$ cat config.mk
export PLATFORM = sky130hd
export DESIGN_NAME = render_sequencer
export DESIGN_NICKNAME = d
export VERILOG_FILES = /design/src/rtl/render_sequencer.sv
export SDC_FILE = /design/constraint.sdc
export NUM_CORES = 1
export LEC_CHECK = 0
export CORE_ASPECT_RATIO = 1.75
export CORE_MARGIN = 3
export CORE_UTILIZATION = 25
export CTS_CLUSTER_SIZE = 40
export DETAILED_ROUTE_END_ITERATION = 10
export PLACE_DENSITY_LB_ADDON = 0.1
export SYNTH_ARGS = -nofsm -noshare
export SYNTH_HDL_FRONTEND = slang
export SYNTH_SLANG_ARGS = --single-unit
$ cat constraint.sdc
create_clock -name clk -period 3.9 [get_ports clk]
set_clock_uncertainty 0.15 [all_clocks]
set_input_delay 0.975 -clock clk [delete_from_list [all_inputs] [get_ports clk]]
set_output_delay 0.975 -clock clk [all_outputs]
set_load 0.02 [all_outputs]
$ cat src/rtl/render_sequencer.sv
`default_nettype none
// ============================================================================
//  Module   : render_sequencer
//  Purpose  : Frame-level scheduler for the drawing stages that share the
//             VGA/ROM tristate buses. On each frame tick the stages are
//             started one at a time in fixed order (stage 0 = map drawer),
//             each with a one-cycle draw pulse, and the sequencer waits for
//             that stage's done before moving on. It also supplies the map
//             ROM base address for the current level and raises sticky
//             flags for dropped ticks and watchdog-abandoned stages.
//  Ports    : clk, resetn (async, active-low)
//             frame_tick       - one-cycle frame start request
//             level[1:0]       - map selector, sampled at frame start
//             clear_errors     - clears overrun / timeout_err
//             stage_done[N-1:0]- per-stage done pulses
//             stage_draw[N-1:0]- per-stage one-cycle start pulses
//             map_tile_address - map ROM base, stable for a whole frame
//             busy, frame_done, overrun, timeout_err
//  Revision : 1.0 - initial release
// ============================================================================
module render_sequencer #(
    parameter int          NUM_STAGES  = 3,
    parameter logic [19:0] TIMEOUT     = 20'd100000,
    parameter logic [15:0] TILE_PIXELS = 16'd19200
) (
    input  logic                  clk,
    input  logic                  resetn,
    input  logic                  frame_tick,
    input  logic [1:0]            level,
    input  logic                  clear_errors,
    input  logic [NUM_STAGES-1:0] stage_done,
    output logic [NUM_STAGES-1:0] stage_draw,
    output logic [15:0]           map_tile_address,
    output logic                  busy,
    output logic                  frame_done,
    output logic                  overrun,
    output logic                  timeout_err
);

    localparam int IDX_W = (NUM_STAGES > 1) ? $clog2(NUM_STAGES) : 1;
    localparam logic [IDX_W-1:0] LAST_IDX = IDX_W'(NUM_STAGES - 1);

    typedef enum logic [1:0] {
        S_IDLE       = 2'd0,
        S_ISSUE      = 2'd1,
        S_WAIT       = 2'd2,
        S_FRAME_DONE = 2'd3
    } state_t;

    state_t           state, next_state;
    logic [IDX_W-1:0] idx, next_idx;
    logic [19:0]      wd, next_wd;
    logic [15:0]      next_addr;
    logic             set_timeout;
    logic             set_overrun;
    logic [15:0]      level_base;

    // 16-bit product; level 3 wraps nothing (57600 fits) but the width is
    // deliberately 16 bits to match the ROM address bus.
    assign level_base = {14'd0, level} * TILE_PIXELS;

    // Any tick that arrives while a frame is in flight is dropped.
    assign set_overrun = frame_tick && (state != S_IDLE);

    // ------------------------------------------------------------------
    // Next-state / datapath decode
    // ------------------------------------------------------------------
    always_comb begin
        next_state  = state;
        next_idx    = idx;
        next_wd     = wd;
        next_addr   = map_tile_address;
        set_timeout = 1'b0;

        unique case (state)
            S_IDLE: begin
                if (frame_tick) begin
                    next_idx   = '0;
                    next_addr  = level_base;
                    next_state = S_ISSUE;
                end
            end
            S_ISSUE: begin
                next_wd    = '0;
                next_state = S_WAIT;
            end
            S_WAIT: begin
                next_wd = wd + 20'd1;
                // A done in the same cycle as the watchdog limit takes
                // priority, so the timeout flag is only raised without done.
                if (stage_done[idx] || (wd == TIMEOUT - 20'd1)) begin
                    set_timeout = !stage_done[idx];
                    if (idx == LAST_IDX) begin
                        next_state = S_FRAME_DONE;
                    end else begin
                        next_idx   = idx + IDX_W'(1);
                        next_state = S_ISSUE;
                    end
                end
            end
            S_FRAME_DONE: begin
                next_state = S_IDLE;
            end
            default: begin
                next_state = S_IDLE;
            end
        endcase
    end

    // ------------------------------------------------------------------
    // State and flag registers
    // ------------------------------------------------------------------
    always_ff @(posedge clk or negedge resetn) begin
        if (!resetn) begin
            state            <= S_IDLE;
            idx              <= '0;
            wd               <= '0;
            map_tile_address <= '0;
            overrun          <= 1'b0;
            timeout_err      <= 1'b0;
        end else begin
            state            <= next_state;
            idx              <= next_idx;
            wd               <= next_wd;
            map_tile_address <= next_addr;

            // Set events win over a simultaneous clear.
            if (set_overrun)       overrun <= 1'b1;
            else if (clear_errors) overrun <= 1'b0;

            if (set_timeout)       timeout_err <= 1'b1;
            else if (clear_errors) timeout_err <= 1'b0;
        end
    end

    // ------------------------------------------------------------------
    // Moore output decodes (registered state only; the async reset of
    // the state register drops stage_draw without a clock edge)
    // ------------------------------------------------------------------
    always_comb begin
        stage_draw = '0;
        if (state == S_ISSUE) begin
            stage_draw[idx] = 1'b1;
        end
    end

    assign busy       = (state != S_IDLE);
    assign frame_done = (state == S_FRAME_DONE);

endmodule
`default_nettype wire
==> insert_results.sql <==
INSERT INTO impl_metrics (metric_group, metric, value, unit) VALUES
('flow_run', 'timing.max_cap.violations', '0', ''),
('clocking', 'ctsResizeCount', '0', ''),
('critical_path', 'start_kind', 'flop', ''),
('finish', 'multi_input_comb_area', '871', 'um2'),
('clocking', 'h_tree_depth', '2', ''),
('yosys', 'ys_ff_latch', '32', ''),
('clocking', 'postCtsSetupBuffers', '0', ''),
('worst_hold_path', 'hp-class', 'flop to flop', ''),
('placed_design', 'placement.io_buffers', '23', ''),
('global_route', 'grt.met3_usage', '0.0222', ''),
('yosys', 'post-synth-top-area-fraction', '0.453', ''),
('global_route', 'globalRouteMet2Util', '0.210', ''),
('floorplanning', 'fp.coreArea', '6860', 'um2'),
('critical_path', 'worst_reg2reg_path_length_in_cells', '7', ''),
('detailed_routing', 'route.antenna.remaining_nets', '0', ''),
('clocking', 'cts_tree', 'built', ''),
('yosys', 'ys.flop_type', 'sky130_fd_sc_hd__dfrtp_1', ''),
('clocking', 'worstSkewPairLatency', '0.28', 'ns'),
('finish', 'sequential_cell_area', '801', 'um2'),
('critical_path', 'setup_slack_reg_to_reg', '1.35', 'ns'),
('yosys', 'synthDominantAreaCellType', 'sky130_fd_sc_hd__dfrtp_1', ''),
('yosys', 'yosysWarningCount', '0', ''),
('global_route', 'grt_pass1_wl', '6.91', 'mm'),
('yosys', 'synth_area_per_cell', '9.56', 'um2'),
('floorplanning', 'row_count', '40', ''),
('critical_path', 'timing.rr.start', 'state[0]', ''),
('finish', 'final_net_count', '232', ''),
('critical_path', 'critical_path_peak_fanout', '6', ''),
('global_route', 'met1_usage', '0.114', ''),
('yosys', 'yosys.cell_types.count', '37', ''),
('yosys', 'asyncSetResetFlopFracSynth', '1.00', ''),
('critical_path', 'worstPathRequired', '2.77', 'ns'),
('floorplanning', 'die_ar', '8160', 'um2'),
('floorplanning', 'start_util', '0.258', ''),
('power_and_ir_drop', 'total_power', '0.00143', 'W'),
('detailed_routing', 'vias', '1337', ''),
('clocking', 'clockRootBuffer', 'sky130_fd_sc_hd__clkbuf_16', ''),
('clocking', 'clkTransAtPathRegs', '0.05', 'ns'),
('sta', 'setup_viol', '0', ''),
('detailed_routing', 'drt_pass1_iterations', '4', ''),
('critical_path', 'arrival_time_at_the_worst_endpoint', '1.82', 'ns'),
('critical_path', 'critical_path_class', 'flop to output port', ''),
('critical_path', 'critPathCaptureType', 'output port', ''),
('placed_design', 'dpl.hpwl', '3.15', 'mm'),
('sta', 'rsz0062_at_grt', 'false', ''),
('global_route', 'grt_antenna_before_repair', '0', ''),
('outcome', 'status', 'complete, no violations', ''),
('clocking', 'cts_hold_repair_buffers', '0', ''),
('finish', 'layout-area-overhead-vs-synth', '25.1', '%'),
('sta', 'hold_violations', '0', ''),
('global_route', 'grt_max_usage_layer', 'met2', ''),
('floorplanning', 'design.portCount', '32', ''),
('finish', 'layout-drive-gt1-share', '0.0704', ''),
('yosys', 'synthCells', '185', ''),
('yosys', 'leading_cell_types_by_count_after_synthesis', '32 x sky130_fd_sc_hd__dfrtp_1, 24 x sky130_fd_sc_hd__nand2_1, 17 x sky130_fd_sc_hd__nor2_1', ''),
('global_route', 'grt_max_degree', '33', ''),
('critical_path', 'crit_start', 'idx[0]', ''),
('detailed_routing', 'drt_iter0_markers', '63', ''),
('floorplanning', 'die_y', '117', 'um'),
('power_and_ir_drop', 'powerDensity', '646', 'nW/um2'),
('detailed_routing', 'route.detailed.wl_per_inst', '14.1', 'um'),
('sta', 'post-route-min-period', '2.94', 'ns'),
('detailed_routing', 'drc', '0', ''),
('sta', 'timing.slew.headroom', '0.386', ''),
('yosys', 'yosys.cell_count.top_type', 'sky130_fd_sc_hd__dfrtp_1', ''),
('sta', 'fmaxAchievable', '340', 'MHz'),
('critical_path', 'critical_path.endpoint', 'stage_draw[2]', ''),
('yosys', 'post_synth_edffs', '0', ''),
('yosys', 'synth_sequential_area_ratio', '0.453', ''),
('sta', 'worstMarginPinSlew', '0.913', 'ns'),
('critical_path', 'crit-reg2reg-capture', 'wd[12]', '');
-- worst min-delay path by stage --
stage / start / slack, ns / depth (start not counted) / end
after floorplan: wd[3] / 0.32 / 1 / wd[3]
after global placement: timeout_err / 0.32 / 1 / timeout_err
after detailed placement: timeout_err / 0.33 / 1 / timeout_err
after CTS: timeout_err / 0.34 / 1 / timeout_err
after global routing: timeout_err / 0.35 / 1 / timeout_err
final: timeout_err / 0.34 / 1 / timeout_err
-- worst max-delay path, stage by stage, from the launching register on --
cell and delay, ns:
sky130_fd_sc_hd__dfrtp_1 0.43, sky130_fd_sc_hd__inv_1 0.12, sky130_fd_sc_hd__ha_1 0.24, sky130_fd_sc_hd__and2_1 0.15, sky130_fd_sc_hd__clkdlybuf4s50_1 0.60
-- stage by stage --
stage | utilization | hold slack, ns | instances | setup slack (ns) | instance area, um2
after floorplan | - | 0.324 | 192 | 1.46 | 1800
after global placement | 0.301 | 0.321 | 289 | 0.955 | 2070
after detailed placement | 0.301 | 0.328 | 289 | 0.970 | 2070
after CTS | 0.323 | 0.343 | 297 | 0.946 | 2210
after global routing | 0.323 | 0.352 | 297 | 0.876 | 2210
final | 0.323 | 0.337 | 297 | 0.956 | 2210
-- final cells by class --
| type | count | area share |
|---|---|---|
| timing repair buffer | 26 | 0.114 |
| inverter | 10 | 0.0170 |
| multi-input combinational | 137 | 0.393 |
| clock buffer | 8 | 0.0661 |
| sequential | 32 | 0.362 |
| tap | 84 | 0.0475 |
-- cell usage in the layout (no fill, tap or decap), types with 2 or more instances in the layout --
| cell type | count |
|---|---|
| sky130_fd_sc_hd__a21oi_1 | 3 |
| sky130_fd_sc_hd__a22o_1 | 2 |
| sky130_fd_sc_hd__and2_1 | 4 |
| sky130_fd_sc_hd__and3_1 | 2 |
| sky130_fd_sc_hd__buf_4 | 3 |
| sky130_fd_sc_hd__clkbuf_1 | 2 |
| sky130_fd_sc_hd__clkbuf_16 | 5 |
| sky130_fd_sc_hd__clkdlybuf4s50_1 | 23 |
| sky130_fd_sc_hd__conb_1 | 8 |
| sky130_fd_sc_hd__dfrtp_1 | 32 |
| sky130_fd_sc_hd__ha_1 | 11 |
| sky130_fd_sc_hd__inv_1 | 10 |
| sky130_fd_sc_hd__mux2_2 | 4 |
| sky130_fd_sc_hd__nand2_1 | 24 |
| sky130_fd_sc_hd__nand3_1 | 10 |
| sky130_fd_sc_hd__nand4_1 | 3 |
| sky130_fd_sc_hd__nor2_1 | 17 |
| sky130_fd_sc_hd__nor2b_1 | 2 |
| sky130_fd_sc_hd__nor3_1 | 3 |
| sky130_fd_sc_hd__nor4_1 | 4 |
| sky130_fd_sc_hd__o21ai_0 | 8 |
| sky130_fd_sc_hd__o31ai_1 | 2 |
| sky130_fd_sc_hd__or4_1 | 3 |
| sky130_fd_sc_hd__xnor2_1 | 3 |
| sky130_fd_sc_hd__xor2_1 | 10 |
-- kinds of logic after synthesis --
group | Yosys count | share of synthesized area
AND/OR/NAND/NOR | 78 | 0.219
other | 1 | 0.00212
multiplexers | 5 | 0.0311
adder cells (fa/ha/maj) | 11 | 0.0778
buffers and inverters | 23 | 0.0700
AO/OA/AOI/OAI | 22 | 0.0835
flip-flops | 32 | 0.453
XOR/XNOR | 13 | 0.0644
-- per-layer routing --
layer | wire [um] | up-vias
li1 | - | 667
met1 | 1610 | 636
met2 | 2310 | 27
met3 | 140 | 7
met4 | 111 | 0
met5 | 0 | -
-- state kept, by name, indices dropped and copies added (netlist names) --
register,cells
idx,2
wd,20
overrun,1
timeout_err,1
state,2
map_tile_address,6
-- where the power goes --
part	total [W]	internal, W	switching (W)
combinational	0.000594	0.000244	0.000349
sequential	0.000447	0.000394	0.0000533
clock	0.000388	0.000254	0.000134
total	0.00143	0.000892	0.000536
No activity file was read; power rests on OpenSTA's default activity.
